### src/rtl/cpu_consts.sv
// Shared CPU constants: branch-predictor counter type and encodings,
// gshare FSM state enum, and the PHT write-port operation set.
package cpu_consts;

   // 2-bit saturating branch counter; bit 1 is the predicted direction
   typedef logic [1:0] bp_cnt_t;

   localparam bp_cnt_t SNT = 2'd0;
   localparam bp_cnt_t WNT = 2'd1;
   localparam bp_cnt_t WT  = 2'd2;
   localparam bp_cnt_t ST  = 2'd3;

   typedef enum logic {
      GS_INIT = 1'b0,
      GS_RUN  = 1'b1
   } gshare_state_e;

   // Operation applied by the PHT write port to the addressed counter
   typedef enum logic [1:0] {
      PHT_OP_INIT = 2'd0,
      PHT_OP_INC  = 2'd1,
      PHT_OP_DEC  = 2'd2
   } pht_op_e;

   // Next counter value for a write-port operation (saturating at SNT/ST)
   function automatic bp_cnt_t pht_next(input bp_cnt_t cur, input pht_op_e op);
      bp_cnt_t nxt;
      nxt = cur;
      case (op)
         PHT_OP_INIT: nxt = WNT;
         PHT_OP_INC:  nxt = (cur == ST)  ? ST  : cur + 2'd1;
         PHT_OP_DEC:  nxt = (cur == SNT) ? SNT : cur - 2'd1;
         default:     nxt = cur;
      endcase
      return nxt;
   endfunction

endpackage

### src/rtl/gshare_pht.sv
// Pattern history table: array of 2-bit counters with one combinational
// read port and one synchronous write port. The write port applies an
// operation (init / increment / decrement) to the addressed counter.
// Optional macro GSHARE_UPDATE_BYPASS_EN: a read colliding with the write
// in the same cycle returns the post-update value instead of the old one.
module gshare_pht
   import cpu_consts::*;
#(
   parameter int IDX_W = 10
) (
   input  logic             clk,
   input  logic [IDX_W-1:0] rd_idx_i,
   output bp_cnt_t          rd_cnt_o,
   input  logic             wr_en_i,
   input  logic [IDX_W-1:0] wr_idx_i,
   input  pht_op_e          wr_op_i
);

   // Contents are established by the predictor's INIT sweep, so no reset
   bp_cnt_t mem_q [2**IDX_W];
   bp_cnt_t wr_new;

   // Compute the counter value the write port will store
   always_comb begin
      wr_new = pht_next(mem_q[wr_idx_i], wr_op_i);
   end

   // Synchronous write port
   always_ff @(posedge clk) begin
      if (wr_en_i) begin
         mem_q[wr_idx_i] <= wr_new;
      end
   end

   // Combinational read port, optionally forwarding a same-cycle update
   always_comb begin
      rd_cnt_o = mem_q[rd_idx_i];
`ifdef GSHARE_UPDATE_BYPASS_EN
      if (wr_en_i && (wr_idx_i == rd_idx_i)) begin
         rd_cnt_o = wr_new;
      end
`endif
   end

endmodule

### src/rtl/gshare_predictor.sv
// Gshare branch direction predictor. After reset an INIT sweep writes
// weakly-not-taken into every PHT entry, then RUN serves predictions and
// resolves. Optional macro GSHARE_UPDATE_BYPASS_EN (handled in gshare_pht)
// makes a prediction colliding with a same-cycle resolve see the new count.
//
// Handshake: a request is accepted in a cycle where pred_req_i and
// pred_ready_o are both 1 and no mispredict is being resolved; the
// prediction appears for exactly one cycle with pred_valid_o = 1 in the
// following cycle. There is no back-pressure on the prediction output.
module gshare_predictor
   import cpu_consts::*;
#(
   parameter int GHR_W     = 10,  // must be >= 2 and <= PHT_IDX_W
   parameter int PHT_IDX_W = 10,
   parameter int PC_LSB    = 2
) (
   input  logic             clk,
   input  logic             reset,
   input  logic             pred_req_i,
   input  logic [63:0]      pc_i,
   output logic             pred_ready_o,
   output logic             pred_valid_o,
   output logic             pred_taken_o,
   output logic [GHR_W-1:0] pred_ghr_o,
   input  logic             resolve_valid_i,
   input  logic [63:0]      resolve_pc_i,
   input  logic [GHR_W-1:0] resolve_ghr_i,
   input  logic             resolve_taken_i,
   input  logic             resolve_mispredict_i,
   output logic [GHR_W-1:0] ghr_o,
   output gshare_state_e    dbg_state_o
);

   gshare_state_e          state_q, state_d;
   logic [PHT_IDX_W-1:0]   idx_cnt_q, idx_cnt_d;
   logic [GHR_W-1:0]       ghr_q, ghr_d;
   logic                   pred_valid_q, pred_valid_d;
   logic                   pred_taken_q, pred_taken_d;
   logic [GHR_W-1:0]       pred_ghr_q, pred_ghr_d;

   logic                   run;
   logic                   mispredict;
   logic                   accept;
   logic [GHR_W-1:0]       eff_ghr;
   logic [PHT_IDX_W-1:0]   pred_idx;
   logic [PHT_IDX_W-1:0]   res_idx;
   bp_cnt_t                rd_cnt;
   logic                   wr_en;
   logic [PHT_IDX_W-1:0]   wr_idx;
   pht_op_e                wr_op;
   logic                   unused_ok;

   // Only a slice of each PC and the top resolve-history bit feed indexing
   assign unused_ok = ^{pc_i, resolve_pc_i, resolve_ghr_i};

   // Index and handshake qualification; eff_ghr folds in a prediction
   // whose history shift has not landed in ghr_q yet
   always_comb begin
      run        = (state_q == GS_RUN);
      mispredict = run & resolve_valid_i & resolve_mispredict_i;
      eff_ghr    = pred_valid_q ? {ghr_q[GHR_W-2:0], pred_taken_q} : ghr_q;
      pred_idx   = pc_i[PC_LSB +: PHT_IDX_W] ^ PHT_IDX_W'(eff_ghr);
      res_idx    = resolve_pc_i[PC_LSB +: PHT_IDX_W] ^ PHT_IDX_W'(resolve_ghr_i);
      accept     = pred_req_i & run & ~mispredict;
   end

   // Shared write port: INIT sweep owns it, otherwise resolves update it
   always_comb begin
      wr_en  = 1'b0;
      wr_idx = res_idx;
      wr_op  = PHT_OP_INIT;
      if (!run) begin
         wr_en  = 1'b1;
         wr_idx = idx_cnt_q;
         wr_op  = PHT_OP_INIT;
      end else if (resolve_valid_i) begin
         wr_en  = 1'b1;
         wr_idx = res_idx;
         wr_op  = resolve_taken_i ? PHT_OP_INC : PHT_OP_DEC;
      end
   end

   gshare_pht #(
      .IDX_W (PHT_IDX_W)
   ) u_pht (
      .clk      (clk),
      .rd_idx_i (pred_idx),
      .rd_cnt_o (rd_cnt),
      .wr_en_i  (wr_en),
      .wr_idx_i (wr_idx),
      .wr_op_i  (wr_op)
   );

   // FSM next state: sweep every PHT index once, then run forever
   always_comb begin
      state_d   = state_q;
      idx_cnt_d = idx_cnt_q;
      case (state_q)
         GS_INIT: begin
            idx_cnt_d = idx_cnt_q + PHT_IDX_W'(1);
            if (idx_cnt_q == '1) begin
               state_d = GS_RUN;
            end
         end
         GS_RUN:  state_d = GS_RUN;
         default: state_d = GS_INIT;
      endcase
   end

   // Prediction pipeline stage and speculative history update
   always_comb begin
      pred_valid_d = accept;
      pred_taken_d = accept & rd_cnt[1];
      pred_ghr_d   = accept ? eff_ghr : '0;
      ghr_d        = ghr_q;
      if (mispredict) begin
         ghr_d = {resolve_ghr_i[GHR_W-2:0], resolve_taken_i};
      end else if (pred_valid_q) begin
         ghr_d = {ghr_q[GHR_W-2:0], pred_taken_q};
      end
   end

   // State registers with asynchronous reset
   always_ff @(posedge clk or posedge reset) begin
      if (reset) begin
         state_q      <= GS_INIT;
         idx_cnt_q    <= '0;
         ghr_q        <= '0;
         pred_valid_q <= 1'b0;
         pred_taken_q <= 1'b0;
         pred_ghr_q   <= '0;
      end else begin
         state_q      <= state_d;
         idx_cnt_q    <= idx_cnt_d;
         ghr_q        <= ghr_d;
         pred_valid_q <= pred_valid_d;
         pred_taken_q <= pred_taken_d;
         pred_ghr_q   <= pred_ghr_d;
      end
   end

   assign pred_ready_o = run;
   assign pred_valid_o = pred_valid_q;
   assign pred_taken_o = pred_taken_q;
   assign pred_ghr_o   = pred_ghr_q;
   assign ghr_o        = ghr_q;
   assign dbg_state_o  = state_q;

endmodule

### config.mk
export PLATFORM = sky130hd
export DESIGN_NAME = gshare_predictor
export DESIGN_NICKNAME = d
export VERILOG_FILES = /design/src/rtl/cpu_consts.sv /design/src/rtl/gshare_pht.sv /design/src/rtl/gshare_predictor.sv
export SDC_FILE = /design/constraint.sdc
export NUM_CORES = 2
export LEC_CHECK = 0
export CORE_AREA = 4 4 474 476
export DETAILED_ROUTE_END_ITERATION = 12
export DIE_AREA = 0 0 478 480
export HOLD_SLACK_MARGIN = 0.05
export PLACE_DENSITY = 0.55
export RECOVER_POWER = 100
export SKIP_LAST_GASP = 1
export SYNTH_ARGS = -nofsm -noshare
export SYNTH_HDL_FRONTEND = slang
export SYNTH_SLANG_ARGS = --single-unit
### constraint.sdc
create_clock -name clk -period 115.3 [get_ports clk]
set_clock_uncertainty 0.1 [all_clocks]
set_input_delay 34.59 -clock clk [delete_from_list [all_inputs] [get_ports clk]]
set_output_delay 34.59 -clock clk [all_outputs]
set_load 0.005 [all_outputs]
== Yosys cells after proc, flatten, opt, wreduce, memory -nomap -nowiden ==
Memory sizes are Yosys's and may differ from the RTL's.
Cells that the tools add are included.
Widths: inputs -> output; s select.

* Register bits: 33
* Bits in writable memories: 2048
* Input bits: 144
* Output and inout port bits: 24
* Logic and storage cells: 41
* Memories: 1

* Add/subtract/negate cells: 3
* Equal/unequal tests: 4
* Muxes and demuxes: 16
* Bitwise operators: 9
* Reductions and logical operators: 2

{| class="wikitable"
|+ Memory list
! memory !! words !! bits a word !! read ports !! clocked after memory_dff !! write ports !! RTL line !! text
|-
| u_pht.mem_q || 1024 || 2 || 2 || 0 || 1 || gshare_pht.sv:20 || <nowiki>bp_cnt_t mem_q [2**IDX_W];</nowiki>
|}

{| class="wikitable"
|+ Operators by type and width
! kind !! count
|-
| $mux 10 || 4
|-
| $xor 10x10->10 || 2
|-
| $add 10x1->10 const B || 1
|-
| $eq 10x10->1 const B || 1
|-
| $mux 2 || 5
|-
| $pmux 2 s3 || 1
|-
| $and 1x1->1 || 5
|-
| $mux 1 || 5
|-
| $eq 2x2->1 const B || 2
|-
| $logic_not 2->1 || 2
|-
| $add 2x1->2 const B || 1
|-
| $eq 2x1->1 const B || 1
|-
| $not 1->1 || 2
|-
| $pmux 1 s2 || 1
|-
| $sub 2x1->2 const B || 1
|}

== Longest topological paths before layout ==
An unclocked memory read counts as a cell.

* Depth in word-level cells: 6
* Depth in mapped cells: 17
* Depth with buffers taken out: 11

== Hierarchy ==
A second synthesis with hierarchy kept.

* Cell total of the unflattened synthesis: 6334
* Area total of the unflattened synthesis: 100906.8 um^2

{| class="wikitable"
|+ Modules (own cells, without submodules)
! module !! instances !! cells an instance !! area an instance (um^2) !! seq. area each (um^2)
|-
| gshare_pht || 1 || 6175 || 99276.5 || 61499.0
|-
| gshare_predictor || 1 || 159 || 1630.3 || 825.8
|}

== Least setup slack after synthesis ==
No wires, ideal clock.

* Path type: input -> register
* Start: input port resolve_ghr_i[1]
* End: memory u_pht.mem_q[0][0] (netlist name) (data pin)
* Setup time: 5880 ps
* Arrival: 64433 ps
* Required time: 109320 ps
* Setup slack: 44887 ps
* Stages on the path: 13
* Path buffers: 3
* Path through: xor2_1 -> a21oi_2 -> buf_2 -> buf_2 -> buf_1 -> mux2i_1 -> o22ai_1 -> nor4_1 -> o22ai_1 -> nor4_1 -> and3_1 -> nand3_1 -> a22oi_1

* Longest elaborated chain between the ends: 6
* Elaborated cells on any way between the ends: 10
* Classes of those cells: add/sub (2); eq/ne (1); mux (4); bitwise (1); reduce/logical (1); memory (1)

{| class="wikitable"
|+ Ends and longest elaborated chain
! what !! RTL line !! text
|-
| from (decl) || gshare_predictor.sv:27 || <nowiki>input logic [GHR_W-1:0] resolve_ghr_i,</nowiki>
|-
| $xor 10x10->10 (*) || gshare_predictor.sv:63 || <nowiki>res_idx = resolve_pc_i[PC_LSB +: PHT_IDX_W] ^ PHT_IDX_W'(resolve_ghr_i);</nowiki>
|-
| $mux 10 (*) || gshare_predictor.sv:72 || <nowiki>if (!run) begin</nowiki>
|-
| $mem_v2 1024x2 (*) || - ||
|-
| $sub 2x1->2, or another cell as far along || cpu_consts.sv:32 || <nowiki>PHT_OP_DEC: nxt = (cur == SNT) ? SNT : cur - 2'd1;</nowiki>
|-
| $mux 2, on equally long branches || cpu_consts.sv:32, cpu_consts.sv:31 ||
|-
| $pmux 2 s3 (*) || cpu_consts.sv:29 || <nowiki>case (op)</nowiki>
|-
| net u_pht.wr_new[0] || gshare_pht.sv:21 || <nowiki>bp_cnt_t wr_new;</nowiki>
|-
| to (decl) || gshare_pht.sv:20 ||
|}

The timed path passes the listed nets; every way through them passes the cells marked *.

== Final worst setup path ==
* Start: input port resolve_ghr_i[1]
* End: memory u_pht.mem_q[273][1] (netlist name) (data pin)

The elaborated chain is that of the path after synthesis.

==> results.md <==
- The detailed-route DRC error count is 0.
- After clock tree synthesis, the repair step resized 0 gates.
- At the pin with the least slew margin, the transition time is 10.97 ns.
- The analysis attributes to cell leakage a power of 35.5 nW.
- The synthesized design contains 2048 enable-type register cells.
- Summing the areas of all fa, ha and maj instances in the mapped netlist gives 0.0133% of the synthesized area.
- Per report_power, the sequential group accounts for 53.1% of the total.
- The die outline height is 480 um.
- The number of I/O port buffers is 59.
- The largest net degree at the start of global routing is 255.
- The post-synthesis net count is 6484.
- The most used flip-flop cell after synthesis is edfxtp_1.
- In the final layout, the share of cells above drive strength 1 is 14.6%.
- The proportion of synthesized flip-flops having asynchronous set or reset is 1.59%.
- Setup repair after global routing left no endpoint under its margin.
- The largest fanout on the critical path is 254.
- The worst hold path belongs to the class flip-flop to flip-flop.
- The largest single stage delay on the critical path is 7.71 ns.
- The clock net sink count is 2081.
- Yosys printed 0 warnings.
- The cell depth of the worst min-delay path is 1.
- No sink is reached through more buffers than the 3 on the longest clock path.
- The worst register-to-register path ends at u_pht.mem_q[273][1].
- In the finished design, the share of the clock period the worst path needs comes to 60.9%.
- In the layout the commonest cells are edfxtp_1, nor2_1, mux2i_1, nand2_1, mux4_2.
- The via count of the first global-routing pass is 58000.
- The initial antenna violation count is 18.
- The total congestion overflow is 0.
- Dividing the detail-routed via count by the number of cells gives 6.25.
- The H-tree was split into 4 levels.
- The hold buffer count at cts is 0.
- In this run the register-to-register setup slack is 77.79 ns.
- The clock period could shrink to 70.22 ns.
- Measured in cells, the most critical reg-to-reg path has a length of 16.
- In the final timing run, aggregate negative setup slack is 0 ns.
- The number of synthesized register bits is 2081.
- Setup violations remaining at the end of the flow were counted as 0.
- Before antenna repair, the detailed router went through 6 iterations.
- For this configuration, the core starts out at a cell density of 42.7%.
- The checks that failed: capacitance limit, slew limit.
- On the critical path, the stage with the largest delay is an instance of clkbuf_1.
- Summing the sequential cell areas from Yosys gives 66.1% of the chip area.
- Across the run, the number of max-cap violations was 78.
- In this run the power density over the cells is 14.7 mW/mm2.
- The share of total power dissipated in combinational logic is 1.5%.
- The total number of vias is 59000.
- The fraction of power spent switching nets is 20.5%.
- In this run the tightest slew margin relative to its limit is -631%.
- The number of I/O pins is 168.
- The wire length after detailed routing is 323000 um.
- The portion of synthesized area spent on multiplexers is 18.5%.
- For this design the total switching power over the nets is 0.000316 W.
- The sort of element at the end of the critical path is a flip-flop.
- In this run, distinct cell masters in the synthesized netlist total 55.
- The most repeated library cell on the critical path is clkbuf_1.
- The setup fix buffers added after clock tree synthesis is 0.
- The cell-internal power is 0.00122 W.
- The design draws 0.00154 W.
- The cell sitting at the root of the clock tree is a clkbuf_16.
- The area of placed instances is 0.0982 mm2.
- The first routing iteration left 7641 violations.
- The xor/xnor share of the synthesized area is 0.313%.
- The share of the synthesized area in compound gates (AO/OA/AOI/OAI) is 3.87%.
- The flow ran to the end, but the final reports show violations.
- The critical register-to-register path startpoint is dbg_state_o.
- Global routing used 27.7% of the available tracks across all layers.
- The commonest non-fill, non-tap cell in the layout is edfxtp_1.
- The count of nets left with antenna violations once routing finished came out at 0.
- The path with the worst hold slack has its endpoint at idx_cnt_q[8].
- The clock tree from TritonCTS is yes.
- The first global-routing pass estimated 449000 um of wire.
- Routability-driven placement finished with a final weighted congestion of 0.824.
- The signal on the critical path passes through dlygate4sd3_1 > xor2_1 > a21oi_4 > clkbuf_1 > clkbuf_1 > clkbuf_1 > clkbuf_1 > mux2i_1 > o22ai_1 > nor4_1 > o22ai_1 > o21ai_0 > and3_1 > nand3_1 > o22ai_1 > clkbuf_1 > clkbuf_1.
- The total count of max-transition violations in the final report came to 3586.
- The hold violation count in the final report is 0.
- The number of instances in the synthesized netlist is 6339.
- The floorplan step defined a die boundary enclosing 0.229 mm2.
- After routing the design area is 0.105 mm2.
- The final-stage net count is 6408.
- After synthesis the cells add up to 0.0944 mm2.
- The number of standard-cell rows in the floorplan is 173.
- The simple-gate share of the synthesized area is 8.46%.
- The die is 478 um wide.
- In this run the most critical hold path is launched from idx_cnt_q[8].
- Of the total power, the clock network draws 45.4%.
- The critical path data arrival time is 69.38 ns.
- VDD sags by at most 0.0000114 V.
- The synthesis-to-layout area growth is 10.9%.
- After synthesis, the largest family of logic cells by area is multiplexers.
- The detailed placer's ending HPWL is 176000 um.
- The required time of the worst setup path is 114.45 ns.
- The worst setup path is launched from a primary input.
- Clock-pin slew was measured on the worst setup and hold paths at 0.06 ns.
- The core area is 0.221 mm2.
- The classification of the worst setup path is primary input to flip-flop.
- At the later pin of the worst-skew pair, clock insertion delay measures 0.86 ns.
- The per-cell routed wire length is 34.3 um.
- In this run, CTS created clock tree buffers numbering 218.
- The highest attainable clock frequency is 0.0142 GHz.
- The average instance in the mapped netlist occupies 14.9 um2.
==> per-layer routing <==
metal / global-route usage [%] / part of all wire (%) / wire, um / vias up
met5: 0 / 0.0071 / 23 / -
met4: 11.4 / 4.6 / 15000 / 4
met3: 5.90 / 9.7 / 31400 / 671
met2: 43.7 / 47 / 151000 / 3145
met1: 37.4 / 39 / 126000 / 30900
li1: - / - / - / 24300
==> critical path, delay by kind of cell <==
| family | cells | cell delay [ns] |
|---|---|---|
| and+or+nand+nor | 3 | 1.47 |
| AOI/OAI and AO/OA | 5 | 2.74 |
| xor gates and xnor gates | 1 | 0.23 |
| muxes | 1 | 0.40 |
| buffers and inverters | 7 | 29.04 |
==> registers in the layout, summed over array words and instances, names as in the netlist <==
signal and count:
pred_ghr_o 10, idx_cnt_q 10, pred_taken_o 1, pred_valid_o 1, u_pht.mem_q 2048, ghr_o 10
dbg_state_o 1
==> worst max-delay path by stage <==
stage | startpoint | endpoint | slack (ns) | depth (start not counted)
after detailed placement | resolve_ghr_i[1] | u_pht.mem_q[4][0] | 70.82 | 18
after global routing | resolve_ghr_i[1] | u_pht.mem_q[848][1] | 43.34 | 17
after CTS | resolve_ghr_i[1] | u_pht.mem_q[8][0] | 71.72 | 18
after floorplan | resolve_ghr_i[1] | u_pht.mem_q[0][0] | 44.89 | 13
after global placement | resolve_ghr_i[1] | u_pht.mem_q[4][0] | 70.96 | 18
final | resolve_ghr_i[1] | u_pht.mem_q[273][1] | 45.08 | 17
==> synthesized netlist by cell type, types with 5 or more instances <==
master | number | area share, %
mux2i_1 | 692 | 7.3
nor3_1 | 14 | 0.074
a22oi_1 | 105 | 0.84
buf_6 | 34 | 0.41
nand2b_1 | 6 | 0.040
inv_1 | 8 | 0.032
buf_4 | 43 | 0.34
buf_1 | 42 | 0.17
and2_1 | 5 | 0.033
xnor2_1 | 21 | 0.19
a211oi_1 | 77 | 0.61
buf_2 | 131 | 0.69
a31oi_1 | 20 | 0.13
nor2b_1 | 51 | 0.34
a311oi_1 | 5 | 0.046
o22ai_1 | 103 | 0.68
nand4_1 | 12 | 0.080
nor4_1 | 33 | 0.22
nor2_1 | 1087 | 4.3
clkbuf_1 | 276 | 1.1
dfrtp_1 | 33 | 0.88
a22o_1 | 18 | 0.17
nand2_1 | 524 | 2.1
xor2_1 | 9 | 0.084
edfxtp_1 | 2048 | 65
o21ai_0 | 19 | 0.10
mux4_2 | 465 | 11
a21oi_1 | 171 | 0.91
a21o_1 | 7 | 0.056
a221oi_1 | 6 | 0.056
nand3_1 | 216 | 1.1
and3_1 | 8 | 0.053
a32oi_1 | 6 | 0.056
==> logic make-up (layout without fill, tap and decap cells) <==
kind of cell / after synthesis / in the layout
AO/OA/AOI/OAI: 562 / 562
XOR/XNOR: 32 / 32
adder cells (fa/ha/maj): 1 / 1
buffers and inverters: 536 / 647
flip-flops: 2081 / 2081
multiplexers: 1162 / 1162
other: 0 / 7
AND/OR/NAND/NOR: 1965 / 1965
==> metrics by stage <==
step                setup WS (ns)  hold WS [ns]  cells  utilization [%]
finish                      45.08         0.396   9432             47.4
global route                43.34         0.407   9426             47.4
CTS                         71.72         0.399   9425             47.6
detailed placement          70.82         0.389   9018             44.4
global placement            70.96         0.382   9018             44.4
floorplan                   44.89         0.357   6339                -
==> cell type report <==
cell class                      instances  area, um2
Clock buffer                          276       5820
Tap cell                             2975       3720
Sequential cell                      2081      62300
Inverter                                8       30.0
Timing Repair Buffer                  232       1900
Multi-Input combinational cell       3722      29700
Clock inverter                        131       1170
Antenna cell                            7       17.5
Fill cell                           19200     116000
==> power groups by stage <==
| stage | logic, W | clock network (W) | registers (W) |
|---|---|---|---|
| after CTS | 0.0000234 | 0.000706 | 0.000818 |
| after detailed placement | 0.0000234 | 0 | 0.000834 |
| after global placement | 0.0000233 | 0 | 0.000834 |
| final | 0.0000235 | 0.000699 | 0.000818 |
| after floorplan | 0.0000132 | 0 | 0.000834 |
| after global routing | 0.0000240 | 0.000739 | 0.000817 |
(Power assumes the default switching activity.)
